[src/rtl/bank_pkg.sv]
// Shared constants and types for the bank word sequencer and decoder.
package bank_pkg;

  localparam int BANK_ADDR_W = 10;
  localparam int BANK_WORDS  = 1 << BANK_ADDR_W;

  typedef logic [BANK_ADDR_W-1:0] bank_word_t;

  typedef enum logic [1:0] {
    ST_IDLE  = 2'd0,
    ST_RUN   = 2'd1,
    ST_DRAIN = 2'd2
  } bank_state_t;

endpackage

[src/rtl/bank_addr_incr.sv]
// Next word-select computation: wraps modulo the bank size or holds at the top word.
module bank_addr_incr #(
  parameter int ADDR_W = 10
) (
  input  logic [ADDR_W-1:0] addr,
  input  logic              wrap,
  output logic [ADDR_W-1:0] addr_next,
  output logic              at_top
);

  always_comb begin
    at_top    = (addr == {ADDR_W{1'b1}});
    addr_next = addr + 1'b1;
    if (at_top && !wrap)
      addr_next = addr;
  end

endmodule

[src/rtl/bank_word_sequencer.sv]
// Burst address sequencer: one request per handshake, one sel per beat, plus one drain cycle.
//   state    | meaning
//   ST_IDLE  | waiting for a request, req_ready high
//   ST_RUN   | emitting beats, one per step_en
//   ST_DRAIN | decoder registers the final word; no live beat
module bank_word_sequencer
  import bank_pkg::*;
#(
  parameter int ADDR_W = BANK_ADDR_W,
  parameter int LEN_W  = BANK_ADDR_W
) (
  input  logic              clk,
  input  logic              rst,
  input  logic              req_valid,
  output logic              req_ready,
  input  logic [ADDR_W-1:0] req_addr,
  input  logic [LEN_W-1:0]  req_len,
  input  logic              req_write,
  input  logic              req_wrap,
  input  logic              step_en,
  output logic [ADDR_W-1:0] sel,
  output logic              sel_valid,
  output logic              sel_write,
  output logic              sel_last,
  output logic              busy,
  output logic              err_oob
);

  bank_state_t       state_q, state_d;
  logic [ADDR_W-1:0] sel_q;
  logic [ADDR_W-1:0] sel_next;
  logic [LEN_W-1:0]  beats_q;
  logic              wrap_q;
  logic              write_q;
  logic              err_q;
  logic              at_top;
  logic              accept;
  logic              advance;
  logic              last_beat;
  logic [ADDR_W:0]   span_end;

  bank_addr_incr #(.ADDR_W(ADDR_W)) u_incr (
    .addr      (sel_q),
    .wrap      (wrap_q),
    .addr_next (sel_next),
    .at_top    (at_top)
  );

  // One extra bit so addr+len past the top word is seen without overflow.
  assign span_end  = {1'b0, req_addr} + (ADDR_W+1)'(req_len);
  assign last_beat = (beats_q == '0) || (!wrap_q && at_top);
  assign accept    = (state_q == ST_IDLE) && req_valid;
  assign advance   = (state_q == ST_RUN) && step_en && !last_beat;

  always_ff @(posedge clk or posedge rst) begin
    if (rst)
      state_q <= ST_IDLE;
    else
      state_q <= state_d;
  end

  always_comb begin
    state_d   = state_q;
    req_ready = 1'b0;
    sel_valid = 1'b0;
    sel_last  = 1'b0;
    busy      = 1'b0;
    case (state_q)
      ST_IDLE: begin
        req_ready = 1'b1;
        if (req_valid)
          state_d = ST_RUN;
      end
      ST_RUN: begin
        sel_valid = 1'b1;
        sel_last  = last_beat;
        busy      = 1'b1;
        if (step_en && last_beat)
          state_d = ST_DRAIN;
      end
      ST_DRAIN: begin
        busy    = 1'b1;
        state_d = ST_IDLE;
      end
      default: state_d = ST_IDLE;
    endcase
  end

  always_ff @(posedge clk or posedge rst) begin
    if (rst) begin
      sel_q   <= '0;
      beats_q <= '0;
      wrap_q  <= 1'b0;
      write_q <= 1'b0;
      err_q   <= 1'b0;
    end else begin
      err_q <= 1'b0;
      if (accept) begin
        sel_q   <= req_addr;
        beats_q <= req_len;
        wrap_q  <= req_wrap;
        write_q <= req_write;
        err_q   <= !req_wrap && (span_end > {1'b0, {ADDR_W{1'b1}}});
      end else if (advance) begin
        sel_q   <= sel_next;
        beats_q <= beats_q - 1'b1;
      end
    end
  end

  assign sel       = sel_q;
  assign sel_write = write_q;
  assign err_oob   = err_q;

endmodule

[config.mk]
export PLATFORM = sky130hd
export DESIGN_NAME = bank_word_sequencer
export DESIGN_NICKNAME = d
export VERILOG_FILES = /design/src/rtl/bank_pkg.sv /design/src/rtl/bank_addr_incr.sv /design/src/rtl/bank_word_sequencer.sv
export SDC_FILE = /design/constraint.sdc
export NUM_CORES = 1
export LEC_CHECK = 0
export BUFFER_PORTS_ARGS = -buffer_cell sky130_fd_sc_hd__buf_2
export CORE_MARGIN = 2
export CORE_UTILIZATION = 53
export DETAILED_ROUTE_END_ITERATION = 10
export GPL_TIMING_DRIVEN = 0
export PLACE_DENSITY_LB_ADDON = 0.15
export SYNTH_ARGS = -nofsm -noshare
export SYNTH_HDL_FRONTEND = slang
export SYNTH_SLANG_ARGS = --single-unit
[constraint.sdc]
create_clock -name clk -period 2.43 [get_ports clk]
set_clock_uncertainty 0.1 [all_clocks]
set_input_delay 0.486 -clock clk [delete_from_list [all_inputs] [get_ports clk]]
set_output_delay 0.486 -clock clk [all_outputs]
set_load 0.02 [all_outputs]
==> impl_results.md <==
- Status: finished, violations left
- Failing checks: setup timing
- Switching share of power: 46.5%
- Fill cells: 251
- Share of cells above drive strength 1: 29.8%
- Fin area: 2140 sq um
- Slew Limit Fails: 0
- CTS tree: done
- Initial antenna violation count: 0
- Setup Crit Path Kind: reg2out
- Placed instance area: 1940 sq um
- Final Cycle Share: 107%
- Hold buffers post-CTS: 0
- Critical path arrival: 2.01 ns
- Number of nets still failing antenna checks after routing: 0
- Count leader, synth: dfrtp_1
- Req. time, crit path: 1.84 ns
- Worst min path class: in2reg
- Via count: 1,622
- Number of port buffers: 41
- Worst Tran Pin Value: 0.971 ns
- Adder-cell share of the synthesized area: 10.9%
- Worst setup margin: -0.164 ns
- Net Switching: 1.03 mW
- Clock sinks: 25
- Internal: 1.18 mW
- Primary FF master, synth: dfrtp_1
- Post-synthesis mux area share: 0.595%
- DRC: 0
- DR pass1 iterations: 4
- Utilization after layout: 70.7%
- Pwr dens: 1030 nW/um^2
- M3 GR Usage: 3.20%
- GRT overflow: 0
- Tmin final: 2.59 ns
- CTS buffer count: 3
- Clk pwr share: 8.6%
- Clock Pin Slew Worst Setup and Hold Paths: 0.14 ns
- First-pass GRT wire length: 7210 um
- Fmax: 385 MHz
- Overall routed net length: 4510 um
- Most Used Layer, Global Route: met2
- Post-synth EDFFs: 0
- Antenna Cells: 0
- H-tree depth: 1
- Cells after DPL: 273
- Pin count of the biggest net entering global routing: 26
- Synth top cells by count: dfrtp_1, nand2_1, nor2_1, ha_1, o21ai_0
- Routability cong.: 0.876
- WL/cell: 15.8 um
- P_leak: 0.978 nW
- Vias in the first global route: 1,554
- Met2 GRT Util: 45.0%
- Syn-to-layout area delta: 27.2%
- Syn Nets: 228
- Top-area cell type share of the netlist area: 37.2%
- Final hold violations: 0
- DP HPWL: 3250 um
- Peak VDD IR: 0.000657 V
- Largest family of logic cells by synthesized area: simple AND/OR/NAND/NOR gates
- CP Max Fanout: 2
- Rows: 20
- Final setup viols: 1
- Synth Area in Simple Gates: 26.6%
- Ys async rst share: 100%
- Rel. slew slack: 35.2%
- M1 GR Usage: 35.9%
- Post-Syn Instances: 188
- RSZ-0062 raised after global routing: true
- DRT iter0 DRCs: 83
- Die Footprint: 3640 sq um
- Post-synthesis compound-gate area fraction: 14.9%
- #FFs+latches synth: 25
- Max-Cap Viols: 0
- GRT Resource Usage Total: 26.6%
- Initial Util: 55.5%
- Register area share after synthesis: 37.2%
- Synth Warn #: 0
- Chip Width: 60.3 um
- Startpoint types: flop
- Total power: 2.21 mW
- Logic gate share of total power: 54.4%
- Vias per cell: 5.67
- Cell Count, Final, Fillers Out: 286
- Die Y: 60.3 um
- Top cells by area, synth: dfrtp_1, ha_1, xnor2_1, nand2_1, o21ai_0
- Max clock buf depth: 2
- Crit end category: output pin
- Mapped cell area: 1680 sq um
- Clock Latency Late Sink: 0.32 ns
- Synth cell types: 39
- Syn avg cell area: 8.94 sq um
- Sequential share of power: 37.0%
- Clk Tree Root Cell: clkbuf_4
- Ports: 42
- Cell taking the most area after synthesis: dfrtp_1
- XOR/XNOR Fraction of Synth Area: 5.73%
- Core footprint: 3030 sq um
- Layout net count: 283
layer usage:
metal	vias to the layer above	wire, um
met1	781	1950
li1	784	-
met2	51	2280
met4	0	46
met5	-	0
met3	6	235
per-stage QoR:
step           hold WS (ns)  setup TNS, ns  worst slack (ns)
6_report              0.254         -0.164            -0.164
5_1_grt               0.258         -0.213            -0.213
4_1_cts               0.251         -0.238            -0.145
3_5_place_dp          0.366         -0.278            -0.176
3_3_place_gp          0.354         -0.204            -0.153
2_1_floorplan         0.366              0            0.0676
cells in the final DEF (no fill, tap or decap), drive strengths merged, types with 2 or more instances in the layout:
cell / instances
xnor2: 11
nor2: 14
and2: 4
a21oi: 4
o31a: 2
nor2b: 2
ha: 13
o21a: 2
a31oi: 6
nor4: 6
inv: 12
clkbuf: 8
or4: 2
dfrtp: 25
a21o: 3
nor3: 9
or3b: 2
buf: 52
and3: 2
nand3: 7
nand4: 3
o41ai: 3
o21ai: 15
nand2: 23
power groups by stage:
stage | logic [mW] | clock network, mW | registers (mW)
after floorplan | 0.627 | 0 | 0.898
after global placement | 1.00 | 0 | 0.810
after detailed placement | 1.02 | 0 | 0.821
after CTS | 1.14 | 0.189 | 0.800
after global routing | 1.32 | 0.202 | 0.845
final | 1.20 | 0.189 | 0.817
state kept, by name, indices dropped and copies added, names as in the netlist:
register   flops
sel           10
err_oob        1
wrap_q         1
beats_q       10
state_q        2
sel_write      1
critical path, stage by stage (launching register included):
cell	delay, ns
dfrtp_1	0.41
or4_4	0.56
nor3b_4	0.24
buf_6	0.14
or2_4	0.12
and2_4	0.13
buf_6	0.10
cell type report:
type                            instances  area (sq um)  share of cell area, %
Inverter                               12          45.0                   2.11
Sequential cell                        25           626                   29.2
Buffer                                  6          37.5                   1.75
Timing Repair Buffer                   50           279                   13.0
Multi-Input combinational cell        145          1070                   50.1
Clock buffer                            4          26.3                   1.23
Tap cell                               44          55.1                   2.57
cell families (layout without fill, tap and decap cells):
family | Yosys count | in the layout
mux | 1 | 1
compound gates | 39 | 39
flops | 25 | 25
xor+xnor | 11 | 11
fa+ha+maj | 14 | 14
simple gates | 80 | 80
buf+inv | 18 | 72
final timing paths:
path,from,to,slack (ns),depth (start not counted)
worst max-delay path,beats_q[2],sel_last,-0.16,6
worst min-delay path,req_write,sel_write,0.25,3
worst max register to register,state_q[1],beats_q[9],0.06,7
worst min register to register,sel_write,sel_write,0.40,2
max in group asynchronous,rst,beats_q[6],1.38,2
min in group asynchronous,rst,state_q[1],0.27,2
what timing repair did:
item,CTS,global route
buffers inserted,8,1
cloned,0,0
endpoints found under the setup margin,4,6
pin swaps,4,3
resized for setup,14,7
No activity file was read; power rests on OpenSTA's default activity.
